## src/rtl/mcoi_reset_sequencer.sv

```systemverilog
// Ordered power-on reset sequencer: releases NSTAGES active-high resets one at a time,
// each gated by its own lock condition, with request filtering and lock-loss recovery.
module mcoi_reset_sequencer #(
    parameter int NSTAGES     = 4,
    parameter int POR_CYCLES  = 2097151,
    parameter int STAGE_DELAY = 1024,
    parameter int FILTER_LEN  = 8
) (
    input  logic                               clk_ik,
    input  logic                               rst_irn,
    input  logic                               req_reset_i,
    input  logic [NSTAGES-1:0]                 lock_i,
    output logic [NSTAGES-1:0]                 reset_o,
    output logic                               all_released_o,
    output logic [$clog2(NSTAGES+1)-1:0]       stage_o,
    output logic                               lock_lost_o
);

    localparam int CNT_MAX = (POR_CYCLES > STAGE_DELAY) ? POR_CYCLES : STAGE_DELAY;
    localparam int CW      = $clog2(CNT_MAX + 1);
    localparam int SW      = $clog2(NSTAGES + 1);
    localparam int FW      = $clog2(FILTER_LEN + 1);

    localparam logic [CW-1:0] POR_LAST  = CW'(POR_CYCLES - 1);
    localparam logic [CW-1:0] DLY_LAST  = CW'(STAGE_DELAY - 1);
    localparam logic [FW-1:0] FILT_LAST = FW'(FILTER_LEN - 1);
    localparam logic [FW-1:0] FILT_FULL = FW'(FILTER_LEN);
    localparam logic [SW-1:0] LAST_STG  = SW'(NSTAGES - 1);
    localparam logic [SW-1:0] RUN_STG   = SW'(NSTAGES);

    typedef enum logic [2:0] {
        S_POR,
        S_HOLD,
        S_WAIT,
        S_DELAY,
        S_RUN
    } state_t;

    logic               req_meta, req_sync;
    logic [NSTAGES-1:0] lock_meta, lock_sync;
    logic [FW-1:0]      filt_cnt;
    logic               fire;

    state_t             state_q, state_d;
    logic [SW-1:0]      stage_q, stage_d;
    logic [CW-1:0]      cnt_q, cnt_d;
    logic [NSTAGES-1:0] reset_q, reset_d;
    logic               all_rel_q;
    logic               lost_q, lost_d;

    logic               lock_cur;
    logic               loss;
    logic [SW-1:0]      loss_idx;

    always_ff @(posedge clk_ik or negedge rst_irn) begin
        if (!rst_irn) begin
            req_meta  <= 1'b0;
            req_sync  <= 1'b0;
            lock_meta <= '0;
            lock_sync <= '0;
        end else begin
            req_meta  <= req_reset_i;
            req_sync  <= req_meta;
            lock_meta <= lock_i;
            lock_sync <= lock_meta;
        end
    end

    // Saturating filter: fire is a registered pulse on reaching FILTER_LEN, so a held
    // request fires once and re-arms only after the synced request drops.
    always_ff @(posedge clk_ik or negedge rst_irn) begin
        if (!rst_irn) begin
            filt_cnt <= '0;
            fire     <= 1'b0;
        end else if (req_sync) begin
            if (filt_cnt != FILT_FULL) begin
                filt_cnt <= filt_cnt + 1'b1;
            end
            fire <= (filt_cnt == FILT_LAST);
        end else begin
            filt_cnt <= '0;
            fire     <= 1'b0;
        end
    end

    always_ff @(posedge clk_ik or negedge rst_irn) begin
        if (!rst_irn) begin
            state_q   <= S_POR;
            stage_q   <= '0;
            cnt_q     <= '0;
            reset_q   <= '1;
            all_rel_q <= 1'b0;
            lost_q    <= 1'b0;
        end else begin
            state_q   <= state_d;
            stage_q   <= stage_d;
            cnt_q     <= cnt_d;
            reset_q   <= reset_d;
            all_rel_q <= (state_d == S_RUN);
            lost_q    <= lost_d;
        end
    end

    always_comb begin
        state_d  = state_q;
        stage_d  = stage_q;
        cnt_d    = cnt_q;
        reset_d  = reset_q;
        lost_d   = 1'b0;
        lock_cur = 1'b0;
        loss     = 1'b0;
        loss_idx = '0;

        for (int k = 0; k < NSTAGES; k++) begin
            if (SW'(k) == stage_q) lock_cur = lock_sync[k];
        end
        // Descending scan so the lowest lost stage is the one that sticks.
        for (int j = NSTAGES - 1; j >= 0; j--) begin
            if ((SW'(j) < stage_q) && !lock_sync[j]) begin
                loss     = 1'b1;
                loss_idx = SW'(j);
            end
        end

        if (fire && (state_q != S_POR)) begin
            state_d = S_HOLD;
            stage_d = '0;
            cnt_d   = '0;
            reset_d = '1;
        end else if (loss) begin
            state_d = S_WAIT;
            stage_d = loss_idx;
            cnt_d   = '0;
            lost_d  = 1'b1;
            for (int k = 0; k < NSTAGES; k++) begin
                if (SW'(k) >= loss_idx) reset_d[k] = 1'b1;
            end
        end else begin
            case (state_q)
                S_POR: begin
                    if (cnt_q == POR_LAST) begin
                        state_d = S_WAIT;
                        cnt_d   = '0;
                    end else begin
                        cnt_d = cnt_q + 1'b1;
                    end
                end
                S_HOLD: begin
                    if (req_sync) begin
                        cnt_d = '0;
                    end else if (cnt_q == DLY_LAST) begin
                        state_d = S_WAIT;
                        stage_d = '0;
                        cnt_d   = '0;
                    end else begin
                        cnt_d = cnt_q + 1'b1;
                    end
                end
                S_WAIT: begin
                    if (lock_cur) begin
                        state_d = S_DELAY;
                        cnt_d   = '0;
                    end
                end
                S_DELAY: begin
                    if (!lock_cur) begin
                        state_d = S_WAIT;
                        cnt_d   = '0;
                    end else if (cnt_q == DLY_LAST) begin
                        cnt_d = '0;
                        for (int k = 0; k < NSTAGES; k++) begin
                            if (SW'(k) == stage_q) reset_d[k] = 1'b0;
                        end
                        if (stage_q == LAST_STG) begin
                            state_d = S_RUN;
                            stage_d = RUN_STG;
                        end else begin
                            state_d = S_WAIT;
                            stage_d = stage_q + 1'b1;
                        end
                    end else begin
                        cnt_d = cnt_q + 1'b1;
                    end
                end
                S_RUN: begin
                    state_d = S_RUN;
                end
                default: begin
                    state_d = S_POR;
                    stage_d = '0;
                    cnt_d   = '0;
                    reset_d = '1;
                end
            endcase
        end
    end

    assign reset_o        = reset_q;
    assign all_released_o = all_rel_q;
    assign stage_o        = stage_q;
    assign lock_lost_o    = lost_q;

endmodule
```

## config.mk

```make
export PLATFORM = sky130hd
export DESIGN_NAME = mcoi_reset_sequencer
export DESIGN_NICKNAME = d
export VERILOG_FILES = /design/src/rtl/mcoi_reset_sequencer.sv
export SDC_FILE = /design/constraint.sdc
export NUM_CORES = 1
export LEC_CHECK = 0
export CORE_ASPECT_RATIO = 1.1
export CORE_MARGIN = 8
export CORE_UTILIZATION = 50
export CTS_CLUSTER_SIZE = 16
export DETAILED_ROUTE_END_ITERATION = 8
export PLACE_DENSITY = 0.75
export SLEW_MARGIN = 20
export SYNTH_ARGS = -nofsm -noshare
export SYNTH_HDL_FRONTEND = slang
export SYNTH_SLANG_ARGS = --single-unit
```

## constraint.sdc

```tcl
create_clock -name clk_ik -period 2.2 [get_ports clk_ik]
set_input_delay 0.55 -clock clk_ik [delete_from_list [all_inputs] [get_ports clk_ik]]
set_output_delay 0.55 -clock clk_ik [all_outputs]
set_load 0.02 [all_outputs]
```

==> results of run 1 <==
[through the flow]
stage / hold WS, ns / setup TNS (ns) / instance area [sq um]
2_1_floorplan: 0.254 / 0 / 2700
3_3_place_gp: 0.334 / 0 / 3050
3_5_place_dp: 0.335 / 0 / 3050
4_1_cts: 0.234 / 0 / 3150
5_1_grt: 0.250 / -0.488 / 3320
6_report: 0.218 / 0 / 3320
[sequential cells by signal, summed over array words and instances (netlist names)]
register / count
all_released_o: 1
cnt_q: 21
filt_cnt: 4
fire: 1
lock_lost_o: 1
lock_meta: 4
lock_sync: 4
req_meta: 1
req_sync: 1
reset_o: 4
stage_o: 3
state_q: 3
[final timing paths]
check	endpoint	depth (start not counted)	slack, ns
max in group asynchronous	cnt_q[10]$_DFFE_PN0P_	2	1.43
worst max register to register	cnt_q[16]$_DFFE_PN0P_	9	0.02
worst min-delay path	stage_o[0]$_DFFE_PN0P_	1	0.22
min in group clk_ik	lock_sync[0]$_DFF_PN0_	0	0.35
worst min register to register	lock_sync[0]$_DFF_PN0_	0	0.35
worst max-delay path	cnt_q[16]$_DFFE_PN0P_	9	0.02
[worst max-delay path: cells and delay by family (launching register included)]
| kind | cells | cell delay, ns |
|---|---|---|
| AND/OR/NAND/NOR | 2 | 0.18 |
| AO/OA/AOI/OAI | 4 | 0.99 |
| flip-flops | 1 | 0.48 |
| buffers and inverters | 3 | 0.45 |
[cell families (layout without fill, tap and decap cells)]
kind of cell / Yosys count / count (layout) / share of synthesized area, %
simple gates: 113 / 113 / 23.2
mux: 2 / 2 / 0.745
flops: 48 / 48 / 44.9
fa+ha+maj: 8 / 8 / 3.63
buf+inv: 34 / 72 / 6.66
xor+xnor: 6 / 6 / 1.96
compound gates: 72 / 72 / 18.9
[final cells by class]
type	instances	area [sq um]	area share, %
repair buffers	42	444	13.4
multi-input cells	201	1390	41.8
well taps	75	93.8	2.83
flip-flops and latches	48	1210	36.5
inverters	22	85.1	2.57
clock inverters	3	26.3	0.792
clock buffers	5	68.8	2.07
[power groups by stage]
| stage | clock network, uW | registers, uW | logic (uW) |
|---|---|---|---|
| after floorplan | 0 | 921 | 21.0 |
| after global placement | 0 | 922 | 54.6 |
| after detailed placement | 0 | 923 | 56.7 |
| after CTS | 569 | 906 | 56.8 |
| after global routing | 603 | 909 | 66.0 |
| final | 566 | 906 | 56.2 |
[layer usage]
layer | routed length (microns) | vias up
met1 | 2740 | 1101
met5 | 0 | -
met2 | 2750 | 43
met3 | 229 | 7
met4 | 72 | 0
li1 | - | 1111
[what timing repair did]
item,CTS,global route
endpoints found under the setup margin,0,27
buffers inserted,0,4
gates resized for setup,0,21
[synth_stat cells, types with 2 or more instances]
| library cell | number | area (sq um) |
|---|---|---|
| dfrtp_1 | 44 | 1100 |
| nand2_1 | 23 | 86.3 |
| nand3_1 | 23 | 115 |
| inv_1 | 22 | 82.6 |
| a31oi_1 | 20 | 125 |
| nor2_1 | 18 | 67.6 |
| a21oi_1 | 10 | 50.1 |
| nor3_1 | 10 | 50.1 |
| ha_1 | 7 | 87.6 |
| nand2b_1 | 6 | 37.5 |
| nand3b_1 | 6 | 45.0 |
| o21ai_0 | 6 | 30.0 |
| buf_6 | 5 | 56.3 |
| o221ai_1 | 5 | 43.8 |
| o22ai_1 | 5 | 31.3 |
| o31ai_1 | 5 | 37.5 |
| xnor2_1 | 5 | 43.8 |
| dfstp_2 | 4 | 105 |
| a211oi_1 | 3 | 22.5 |
| a41oi_1 | 3 | 26.3 |
| and4_1 | 3 | 26.3 |
| buf_4 | 3 | 22.5 |
| nand4_1 | 3 | 18.8 |
| nor2b_1 | 3 | 18.8 |
| nor4_1 | 3 | 18.8 |
| a21o_1 | 2 | 15.0 |
| and3_1 | 2 | 12.5 |
| clkbuf_1 | 2 | 7.51 |
| mux2i_1 | 2 | 20.0 |
| o21a_1 | 2 | 15.0 |
| or2_2 | 2 | 12.5 |
[placed cells by master, fill, tap and decap left out, types with 3 or more instances in the layout]
| master | Yosys | final |
|---|---|---|
| o22ai_1 | 5 | 5 |
| nand2b_1 | 6 | 6 |
| clkbuf_8 | 0 | 5 |
| buf_12 | 0 | 4 |
| clkdlybuf4s50_1 | 0 | 14 |
| nand2_1 | 23 | 23 |
| o21ai_0 | 6 | 5 |
| buf_4 | 3 | 18 |
| nor2b_1 | 3 | 3 |
| nor2_1 | 18 | 18 |
| nand3b_1 | 6 | 6 |
| nand4_1 | 3 | 3 |
| o31ai_1 | 5 | 5 |
| dfrtp_2 | 0 | 4 |
| a211oi_1 | 3 | 3 |
| dfrtp_1 | 44 | 40 |
| buf_6 | 5 | 3 |
| nor3_1 | 10 | 9 |
| nand3_1 | 23 | 23 |
| dfstp_2 | 4 | 4 |
| a21oi_1 | 10 | 10 |
| a31oi_1 | 20 | 18 |
| xnor2_1 | 5 | 5 |
| ha_1 | 7 | 5 |
| o221ai_1 | 5 | 5 |
| inv_1 | 22 | 20 |
==> impl_metrics.tcl, run 1 <==
set metrics [dict create \
    run_status "finished clean" \
    power_switching_share_pct 24.4 \
    seq_area_frac_synth_pct 44.9 \
    clock_skew_ns 0.0106 \
    grt.total_usage_pct 14.9 \
    clkTransAtPathRegs_ns 0.10 \
    r2r_start "stage_o[1]$_DFFE_PN0P_" \
    synth_fp_nets 297 \
    grt_first_pass_wirelength_mm 9.77 \
    drc 0 \
    rows 28 \
    pre_cts_slack_ns 0.0465 \
    grt_util_met3_pct 2.48 \
    synth-edff-count 0 \
    dp_cells 382 \
    p_leak_uw 0.00145 \
    via_count 2262 \
    synthArstFlopShare_pct 100 \
    criticalPathCategory "reg -> reg" \
    fin_ws_ns 0.0165 \
    ys_warn_count 0 \
    crit_path_frequent_cell "buf_6" \
    hold_class "in -> async" \
    die_h_microns 92.9 \
    rsz0062_at_grt "yes" \
    worst_pin_slew_ns 0.562 \
    slew_headroom_pct 62.3 \
    cpMaxStageDelayCell "dfrtp_2" \
    crit_start "stage_o[1]$_DFFE_PN0P_" \
    io_pins 16 \
    wirelength_mm 5.79 \
    area.growth.synth_to_final_pct 23.4 \
    avgSynthCellArea_sq_um 9.50 \
    internal_power_uw 1150 \
    syn_area_sq_um 2690 \
    critPathMaxStageDelay_ns 0.48 \
    timing.final.crit_share_pct 99.2 \
    place_hpwl_mm 3.95 \
    grt-busiest-layer "met2" \
    met1_usage_pct 19.0 \
    diodes 0 \
    cts_buffer_depth 2 \
    clock_sinks 48 \
    syn_inst 283 \
    gp_congestion 0.921 \
    cts_hold_buf 0 \
    met2_usage_pct 24.5 \
    crit_chain "buf_6 -> o21bai_4 -> a221oi_2 -> nor3_2 -> o32ai_4 -> buf_6 -> clkbuf_16 -> nand3b_1 -> a31oi_1" \
    fin_cells 396 \
    port_buffers 15 \
    ys.flop_type "dfrtp_1" \
    cp-start-kind "register" \
    synth.distinct_cells 57 \
    post-route-util_pct 62.7 \
    final_nets 334 \
    grt_overflow_total 0 \
    initial_core_util_pct 50.8 \
    setup_violations 0 \
    core_sq_um 5290 \
    report.final.slew_viol_count 0 \
    p_comb_share_pct 3.7 \
    h-tree-depth 2 \
    drive_above_1_share_pct 21.2 \
    pwr-share-seq_pct 59.3 \
    netSwitchingPower_uw 374 \
    clkPwrFrac_pct 37.0 \
    drt_iter0_drc 182 \
    power_uw 1530 \
    peakVddDrop_mv 0.383 \
    cp_data_arrival_time_ns 2.42 \
    critPathMaxFanout 13 \
    maxCapViolations 0 \
    clkLatencyLatePin_ns 0.31 \
    p_per_area_nw_per_um2 461 \
    hold_viol 0 \
    antenna_found_initial 0 \
    cts-buffers-inserted 5 \
    viasPerCell 5.71 \
    end_kind "register" \
    grt_max_degree 28 \
    grt_pass1_vias 2201 \
    num-fill-cells 432 \
    ys_ff_latch 48 \
    die_x_microns 85.9 \
    cts_root_buffer "clkbuf_8" \
    wl_per_cell_microns 14.6 \
    crit_required_ns 2.44 \
    first_pass_iters 4 \
    die-area_sq_um 7980 \
    fin_crit_ns 2.18 \
    ant_nets 0 \
    cts_tree "yes" \
    fmax_mhz 458 \
]
No activity file was read; power rests on OpenSTA's default activity.
==> inputs of run 2 (changes only) <==
- CORE_MARGIN: 8 -> 3
==> impl_metrics.tcl, run 2 (synthesized netlist as in run 1, its figures left out) <==
set metrics [dict create \
    cp-start-kind "register" \
    critPathMaxFanout 7 \
    h-tree-depth 2 \
    rows 27 \
    slew_headroom_pct 66.3 \
    cts_root_buffer "clkbuf_8" \
    die-area_sq_um 6290 \
    layout_commonest_cell "dfrtp_1" \
    hold_class "in -> async" \
    cts_tree "yes" \
    clock_sinks 48 \
    final_nets 335 \
    report.final.slew_viol_count 0 \
    grt_pass1_vias 2110 \
    gp_congestion 0.898 \
    criticalPathCategory "reg -> reg" \
    critical-path-top-delay-family "compound AO/OA/AOI/OAI gates" \
    run_status "finished clean" \
    grt.total_usage_pct 19.1 \
    port_buffers 15 \
    r2r_start "stage_o[1]$_DFFE_PN0P_" \
    drc 0 \
    rsz0062_at_grt "yes" \
    initial_core_util_pct 52.7 \
    setup_violations 0 \
    diodes 0 \
    fmax_mhz 461 \
    num-fill-cells 404 \
    wirelength_mm 6.12 \
    place_hpwl_mm 3.95 \
    grt_first_pass_wirelength_mm 9.89 \
    drive_above_1_share_pct 20.8 \
    worst_pin_slew_ns 0.506 \
    cts_buffer_depth 2 \
    largest_register "cnt_q" \
    cts_hold_buf 0 \
    clock_skew_ns 0.0101 \
    grt_overflow_total 0 \
    drt_iter0_drc 259 \
    ant_nets 0 \
    end_kind "register" \
    peakVddDrop_mv 0.410 \
    via_count 2316 \
    antenna_found_initial 0 \
    maxCapViolations 0 \
    hold_viol 0 \
    die_x_microns 75.9 \
    core_sq_um 5100 \
    path_buf_inv 3 \
    cp_data_arrival_time_ns 2.39 \
    clkLatencyLatePin_ns 0.30 \
    die_h_microns 82.9 \
    crit_required_ns 2.42 \
    cpMaxStageDelayCell "dfrtp_2" \
    crit_start "stage_o[1]$_DFFE_PN0P_" \
    area.growth.synth_to_final_pct 23.0 \
    critPathMaxStageDelay_ns 0.46 \
    cts-buffers-inserted 5 \
    grt_max_degree 28 \
    clkTransAtPathRegs_ns 0.09 \
    first_pass_iters 4 \
    io_pins 16 \
    whs_ns 0.198 \
    viasPerCell 5.88 \
    p_per_area_nw_per_um2 495 \
    fin_crit_ns 2.17 \
    dpl-instance-area_sq_um 3040 \
    wl_per_cell_microns 15.5 \
    fin_area_sq_um 3300 \
    p_leak_uw 0.00145 \
    timing.final.crit_share_pct 98.7 \
    largest_reg_flops 21 \
    crit_chain "buf_6 -> o21bai_1 -> a221oi_2 -> nor3_2 -> o32ai_4 -> buf_4 -> clkbuf_16 -> nand3b_1 -> a31oi_1" \
    mostFrequentLayoutCells "39 x dfrtp_1, 23 x nand2_1, 23 x nand3_1" \
]
-- run 2: cell count changes in the layout (fill, tap and decap cells not counted), sizes merged --
| cell | delta |
|---|---|
| inv | -2 |
| buf | +1 |
| bufinv | +1 |
| clkbuf | +1 |
-- run 2: worst reg2reg max path: stages (launching register included) --
cell	delay (ns)
dfrtp_2	0.46
buf_6	0.15
o21bai_1	0.16
a221oi_2	0.30
nor3_2	0.10
o32ai_4	0.31
buf_4	0.20
clkbuf_16	0.15
nand3b_1	0.09
a31oi_1	0.16
-- run 2: power by group --
group	switching (uW)	internal [uW]	total, uW
logic	31.4	23.8	55.2
clock network	304	372	675
registers	10.6	896	906
total	346	1290	1640
-- run 2: layout make-up --
type	instances	area [sq um]	share of cell area (%)
clock inverters	2	38.8	1.17
repair buffers	43	435	13.2
inverters	22	85.1	2.57
flip-flops and latches	48	1210	36.7
well taps	72	90.1	2.73
clock buffers	6	82.6	2.50
multi-input cells	201	1360	41.2
-- run 2: routing by layer --
layer / vias to the layer above / share of wire (%) / track usage (%)
li1: 1114 / - / -
met1: 1132 / 45 / 26.8
met2: 62 / 49 / 29.8
met3: 8 / 4.3 / 3.25
met4: 0 / 1.6 / 6.75
met5: - / 0 / 0
-- run 2: repair_timing --
action,CTS,global route
resized for setup,1,16
endpoints found under the setup margin,1,28
buffers inserted,0,4
gates cloned,0,2
pin swaps,0,3
-- run 2: final timing paths --
check / cells past startpoint / to / slack [ns]
setup / recovery: 9 / cnt_q[6]$_DFFE_PN0P_ / 0.03
hold / removal: 1 / cnt_q[13]$_DFFE_PN0P_ / 0.20
setup reg to reg: 9 / cnt_q[6]$_DFFE_PN0P_ / 0.03
hold reg to reg: 0 / req_sync$_DFF_PN0_ / 0.35
max in group asynchronous: 2 / stage_o[1]$_DFFE_PN0P_ / 1.47
min in group clk_ik: 0 / req_sync$_DFF_PN0_ / 0.35
-- run 2: stage by stage --
stage | util (%) | worst slack [ns] | total power [uW] | setup TNS (ns) | std cells
after floorplan | - | 0.0302 | 942 | 0 | 283
after global placement | 59.6 | 0.119 | 977 | 0 | 380
after detailed placement | 59.6 | 0.0308 | 979 | 0 | 380
after CTS | 62.1 | 0.0187 | 1650 | 0 | 388
after global routing | 64.8 | -0.105 | 1710 | -0.886 | 394
final | 64.8 | 0.0291 | 1640 | 0 | 394
